--- src/rtl/fifo_sync_flags.sv ---
// Parametrised synchronous FIFO with occupancy count, almost-full/almost-empty
// thresholds, overflow/underflow pulses, synchronous flush and optional FWFT read.
module fifo_sync_flags #(
  parameter int WIDTH    = 8,
  parameter int DEPTH    = 16,
  parameter int AF_LEVEL = 12,
  parameter int AE_LEVEL = 4,
  parameter int FWFT     = 0
) (
  input  logic                     clk,
  input  logic                     rst,
  input  logic                     clear,
  input  logic                     wr_en,
  input  logic [WIDTH-1:0]         data_in,
  input  logic                     rd_en,
  output logic [WIDTH-1:0]         data_out,
  output logic                     full,
  output logic                     empty,
  output logic                     almost_full,
  output logic                     almost_empty,
  output logic [$clog2(DEPTH):0]   count,
  output logic                     overflow,
  output logic                     underflow
);

  localparam int AW = $clog2(DEPTH);
  localparam int CW = AW + 1;

  logic [WIDTH-1:0] mem [DEPTH];
  logic [AW-1:0]    wr_ptr;
  logic [AW-1:0]    rd_ptr;
  logic             wr_acc;
  logic             rd_acc;

  // Request semantics: wr_en/rd_en are requests sampled on the rising edge.
  // A request is accepted only when the flag it depends on (full for writes,
  // empty for reads) is low before that edge; a rejected request is dropped and
  // reported by a one-cycle overflow/underflow pulse. clear overrides both.
  assign wr_acc = wr_en && !full;
  assign rd_acc = rd_en && !empty;

  // Flags decode the registered count, so they follow the causing edge by a cycle.
  assign full         = (count == CW'(DEPTH));
  assign empty        = (count == '0);
  assign almost_full  = (count >= CW'(AF_LEVEL));
  assign almost_empty = (count <= CW'(AE_LEVEL));

  always_ff @(posedge clk or posedge rst) begin
    if (rst) begin
      wr_ptr    <= '0;
      rd_ptr    <= '0;
      count     <= '0;
      overflow  <= 1'b0;
      underflow <= 1'b0;
    end else if (clear) begin
      wr_ptr    <= '0;
      rd_ptr    <= '0;
      count     <= '0;
      overflow  <= 1'b0;
      underflow <= 1'b0;
    end else begin
      if (wr_acc) wr_ptr <= wr_ptr + AW'(1);
      if (rd_acc) rd_ptr <= rd_ptr + AW'(1);
      case ({wr_acc, rd_acc})
        2'b10:   count <= count + CW'(1);
        2'b01:   count <= count - CW'(1);
        default: count <= count;
      endcase
      overflow  <= wr_en && full;
      underflow <= rd_en && empty;
    end
  end

  // Storage is deliberately not reset; pointers alone define valid contents.
  always_ff @(posedge clk) begin
    if (wr_acc && !clear && !rst) mem[wr_ptr] <= data_in;
  end

  generate
    if (FWFT != 0) begin : g_fwft
      assign data_out = empty ? '0 : mem[rd_ptr];
    end else begin : g_std
      always_ff @(posedge clk or posedge rst) begin
        if (rst)         data_out <= '0;
        else if (clear)  data_out <= '0;
        else if (rd_acc) data_out <= mem[rd_ptr];
      end
    end
  endgenerate

endmodule

--- config.mk ---
export PLATFORM = sky130hd
export DESIGN_NAME = fifo_sync_flags
export DESIGN_NICKNAME = d
export VERILOG_FILES = /design/src/rtl/fifo_sync_flags.sv
export SDC_FILE = /design/constraint.sdc
export NUM_CORES = 1
export LEC_CHECK = 0
export CORE_UTILIZATION = 55
export CTS_BUF_LIST = sky130_fd_sc_hd__clkbuf_4
export DETAILED_ROUTE_END_ITERATION = 6
export DONT_BUFFER_PORTS = 1
export PLACE_DENSITY = 0.7
export SYNTH_ARGS = -nofsm -noshare
export SYNTH_HDL_FRONTEND = slang
export SYNTH_SLANG_ARGS = --single-unit
--- constraint.sdc ---
create_clock -name clk -period 3.2 [get_ports clk]
set_input_delay 0.32 -clock clk [delete_from_list [all_inputs] [get_ports clk]]
set_output_delay 0.32 -clock clk [all_outputs]
set_load 0.05 [all_outputs]
### Word-level counts from Yosys, hierarchy flattened

Memory sizes are Yosys's and may differ from the RTL's.
Index checks and enable logic that the tools add are counted.

| storage, ports and cells | value |
|---|---|
| input port bits | 13 |
| bits in writable memories | 128 |
| output and inout bits | 19 |
| logic and storage cells | 42 |
| flip-flop bits (word level) | 23 |
| memories kept | 1 |

| operators by class | value |
|---|---|
| reductions and logical operators | 14 |
| $lt $le $gt $ge | 2 |
| equality and inequality tests | 3 |
| muxes and demuxes | 12 |
| add/subtract/negate cells | 4 |

Memory list:

| memory | depth | bits a word | rd ports | clocked after memory_dff | write ports | line | text |
|---|---|---|---|---|---|---|---|
| mem | 16 | 8 | 1 | 0 | 1 | 29 | `logic [WIDTH-1:0] mem [DEPTH];` |

Operator list:

| cell | count |
|---|---|
| two-way mux 4 bit | 4 |
| two-way mux 8 bit | 2 |
| one-hot mux 5 bit (2 select lines) | 1 |
| adder 4 x 1 -> 4 bit (second input constant) | 2 |
| logical AND 1 bit | 6 |
| adder 5 x 1 -> 5 bit (second input constant) | 1 |
| equality test 5 bit (second input constant) | 1 |
| greater-or-equal comparator 5 x 4 -> 1 bit (second input constant) | 1 |
| less-or-equal comparator 5 x 3 -> 1 bit (second input constant) | 1 |
| zero test 5 bit | 1 |
| two-way mux 5 bit | 1 |
| subtractor 5 x 1 -> 5 bit (second input constant) | 1 |
| zero test 1 bit | 4 |
| two-way mux 1 bit | 4 |
| nonzero test 2 bit | 2 |
| nonzero test 3 bit | 1 |
| equality test 2 x 1 -> 1 bit (second input constant) | 1 |
| equality test 2 bit (second input constant) | 1 |

### Depth between registers and ports, before layout

| logic depth | value |
|---|---|
| depth after elaboration | 7 |
| gate-level depth with buffers | 9 |
| gate-level depth less buffers | 8 |

### Worst setup path after synthesis

No wires, ideal clock.

| timing path | value |
|---|---|
| path kind | flip-flop to flip-flop |
| start | register count[2] |
| end | memory mem[3][0], enable pin |
| arrival time | 2.363 ns |
| setup slack | 0.454 ns |
| stages on the path, launching flop included | 7 |
| period minus slack after synthesis | 2.746 ns |
| data required time | 2.817 ns |
| setup time | 0.383 ns |
| path buffers | 1 |
| path through | dfrtp_1 buf_2 nor4_2 a21boi_2 nor3b_1 nand2_1 nor3_1 |

| on the way | value |
|---|---|
| cells in the longest elaborated chain, start to end | 7 |

RTL lines:

| what | line | text |
|---|---|---|
| from (decl) | 21 | `output logic [$clog2(DEPTH):0] count,` |
| from (signal assigned) | 65 | `2'b10: count <= count + CW'(1);` |
| from (signal assigned) | 66 | `2'b01: count <= count - CW'(1);` |
| from (signal assigned) | 67 | `default: count <= count;` |
| equality test 5 bit | 43 | `assign full = (count == CW'(DEPTH));` |
| zero test 1 bit | 39 | `assign wr_acc = wr_en && !full;` |
| logical AND 1 bit | 39 |  |
| logical AND 1 bit (2 in a row) | 76 | `if (wr_acc && !clear && !rst) mem[wr_ptr] <= data_in;` |
| two-way mux 1 bit | 76 |  |
| two-way mux 1 bit (implied by the code) | 76 |  |
| to (decl) | 29 |  |

Every way passes these cells.

### Worst setup path in the final report

| timing path | value |
|---|---|
| start | register count[0] |
| end | output empty |

| on the way | value |
|---|---|
| cells in the longest elaborated chain, start to end | 1 |

RTL lines:

| what | line | text |
|---|---|---|
| zero test 5 bit | 44 | `assign empty = (count == '0);` |
| to (decl) | 18 | `output logic empty,` |

Every way passes these cells.

==> summary.md <==
| Metric | Value |
|---|---|
| DIE HEIGHT | 107.9 um |
| Post-route ant nets | 0 |
| GR Overflow Total | 0 |
| Final hold slack | 0.04418 ns |
| RR Startpoint | count[0]$_DFFE_PP0P_ |
| Die width | 107.9 um |
| Final Max Tran Viols | 0 |
| Postcts setup bufs | 0 |
| Fin cells | 541 |
| WP data arrival | 2.11 ns |
| Power, Total | 0.004968 W |
| Total die area | 11630 um^2 |
| Hold-fix buffers, CTS | 13 |
| Crit-path leading delay family | simple AND/OR/NAND/NOR gates |
| CP peak stage delay | 0.50 ns |
| Final hold violations | 0 |
| Count of cells resized by post-cts repair | 0 |
| GRT Overall Usage | 23.72% |
| Worst R2R Path Depth | 8 |
| Total instance count after detailed placement | 496 |
| Crit Reg-Reg Endpoint | count[4]$_DFFE_PP0P_ |
| Setup crit end kind | output pin |
| Clk_skew | 0.02119 ns |
| PortBufs | 0 |
| Crit-path max FO | 8 |
| DRT iter0 DRCs | 284 |
| Share of layout cells above drive strength 1 | 24.19% |
| Core Region | 10890 um^2 |
| Avg Cell Area, Syn | 17.46 um^2 |
| Multi-input logic area | 1617 um^2 |
| Static Leakage | 2.327 nW |
| Worst Path Buf+Inv | 1 |
| Later-pin clock latency in the skew report | 0.54 ns |
| Crit path required time | 2.88 ns |
| WS Path Type | flop to output pin |
| Number of global-route vias before repair | 3358 |
| Remaining DRCs | 0 |
| WHS Endpoint | count[4]$_DFFE_PP0P_ |
| Maximum VDD drop | 661.1 uV |
| Total Nets Final | 408 |
| Clock-pin slew on the worst setup and hold paths | 0.13 ns |
| Via count | 3218 |
| Register-to-register setup slack | 0.77 ns |
| Sw frac | 34.57% |
| Max_slew headroom | 40.07% |
| Unique masters post-synth | 43 |
| # fillers | 766 |
| Antenna violations before repair | 0 |
| Predominant post-synthesis flop cell | edfxtp_1 |
| Ys Warns | 0 |
| #FFs+latches synth | 151 |
| Cell row count | 38 |
| Cells after synthesis | 353 |
| # diodes | 0 |
| Asr flop ratio synth | 15.23% |
| WL per Instance | 22.44 um |
| CTS tree | yes |
| Startpoint types | flop |
| Unrepaired setup endpoints after global routing | false |
| Crit-path cells | nor4_2 > nand2b_1 > inv_1 |
| Combinational power share | 28.1% |
| Via density | 5.948 |
| Max-cap violation count | 0 |
| Final wirelength | 12.14 mm |
| Internal Power | 0.003251 W |
| Min Tclk post-route | 2.433 ns |
| Initial Util | 56.60% |
| Setup violations, final | 0 |
| Worst Hold Class | input port to flop |
| Setup total negative slack | 0 ns |
| Inserted Clock Buffers | 17 |
| Clock power share | 23.1% |
| Beginning of the worst hold path | rd_en |
| First-pass GRT wire length | 19.09 mm |
| Cell area after synthesis | 6162 um^2 |
| Root Driver | clkbuf_4 |
| Drt pass-1 iters | 4 |
| Clock Sink Count | 151 |
| GPL Wtd Cong | 0.8306 |
| Status | complete, no violations |
| Dpl ws | 0.7418 ns |
| Fmax | 411.0 MHz |
| CTS H-tree depth | 4 |
| CTS Buffer Depth | 2 |
| Post-Syn Nets | 373 |
| Sequential-to-total area share from yosys stat | 71.72% |
| # IOs | 32 |
| Power Density | 725.9 nW/um^2 |
| EDFF count, synth | 128 |
| Worst slew pin tran | 0.8980 ns |
| Sequential standard cell area | 4420 um^2 |
| Seq pwr share | 48.9% |
| Detailed Place HPWL | 7.515 mm |
| Layout area overhead | 11.07% |
| Setup WS post-layout | 0.7669 ns |
| Final cycle utilization of the critical path | 76.03% |
| Psw | 0.001717 W |
| Largest net degree at the start of global routing | 36 |
| WHS Path Cells | 3 |
| Slowest-stage cell, CP | dfrtp_1 |
-- routing by layer --
metal  GRT usage [%]  part of all wire, %  wire length, um  up-vias
li1                -                    -                -     1460
met1           31.26                   42             5040     1632
met2           38.05                   50             6018      109
met3           6.053                  6.8              823       17
met4           9.295                  2.1              257        0
met5               0                    0                0        -
-- area by class of cell --
| class | instances | share of cell area (%) |
|---|---|---|
| inverter | 5 | 0.2742 |
| multi-input combinational | 175 | 23.62 |
| tap | 140 | 2.559 |
| clock buffer | 18 | 1.974 |
| sequential | 151 | 64.59 |
| clock inverter | 14 | 2.157 |
| timing repair buffer | 38 | 4.826 |
-- cell usage after synthesis, drive strengths merged, types with 2 or more instances --
cell | n | share of area (%)
mux4 | 32 | 12
clkbuf | 9 | 0.55
nor3 | 6 | 0.49
nand3 | 5 | 0.41
ha | 7 | 1.4
xnor2 | 5 | 0.71
a21o | 2 | 0.24
buf | 13 | 1.2
nor3b | 2 | 0.24
nand2b | 3 | 0.30
nor2b | 4 | 0.41
nor2 | 34 | 2.1
inv | 5 | 0.30
a21oi | 22 | 1.8
edfxtp | 128 | 62
xor2 | 4 | 0.57
o21ai | 3 | 0.24
dfrtp | 23 | 9.3
nand2 | 9 | 0.55
and2 | 3 | 0.30
a22oi | 16 | 1.9
-- per-stage QoR --
stage                     cell area, um^2  util (%)
after floorplan                      6162         -
after global placement               6431     59.07
after detailed placement             6431     59.07
after CTS                            6844     62.86
after global routing                 6844     62.86
final                                6844     62.86
-- power by group through the flow --
stage | Sequential [W] | Combinational, W | Clock (W)
CTS | 0.00243 | 0.00141 | 0.00117
detailed placement | 0.00247 | 0.00136 | 0
finish | 0.00243 | 0.00140 | 0.00115
global placement | 0.00247 | 0.00134 | 0
floorplan | 0.00255 | 0.00102 | 0
global route | 0.00244 | 0.00152 | 0.00126
-- flip-flops by register name, summed over array words and instances (netlist names) --
signal	count
wr_ptr	4
data_out	8
rd_ptr	4
count	5
overflow	1
mem	128
underflow	1
-- cells by family after synthesis --
family          count (synthesis)  synth area share, %
compound gates                 53                5.828
flops                         151                71.72
fa+ha+maj                       7                1.421
xor+xnor                        9                1.279
buf+inv                        27                2.051
simple gates                   72                5.604
mux                            34                12.10
-- worst min-delay path: stages --
cell and delay, ns:
nand3_1 0.05, a21oi_1 0.13, nor3_1 0.06
-- worst max-delay path by stage --
stage	to	slack, ns	cells after the start	startpoint
CTS	empty	0.70	3	count[0]$_DFFE_PP0P_
global placement	count[4]$_DFFE_PP0P_	0.84	8	count[0]$_DFFE_PP0P_
detailed placement	count[4]$_DFFE_PP0P_	0.74	8	count[0]$_DFFE_PP0P_
global route	count[4]$_DFFE_PP0P_	0.58	8	count[0]$_DFFE_PP0P_
finish	empty	0.77	3	count[0]$_DFFE_PP0P_
floorplan	mem[3][0]$_DFFE_PP_	0.45	6	count[2]$_DFFE_PP0P_
-- layout by cell type (no fill, tap or decap), types with 4 or more instances in the layout --
cell,n
edfxtp_1,128
inv_6,4
nand2_1,9
clkbuf_4,18
inv_1,5
nor2_1,34
nand3_1,5
ha_1,7
buf_4,24
a21oi_1,22
a22oi_1,16
mux4_2,32
xnor2_1,5
clkinvlp_4,4
dlygate4sd3_1,13
xor2_1,4
nor3_1,6
dfrtp_1,22
nor2b_1,4
(Power assumes the default switching activity.)
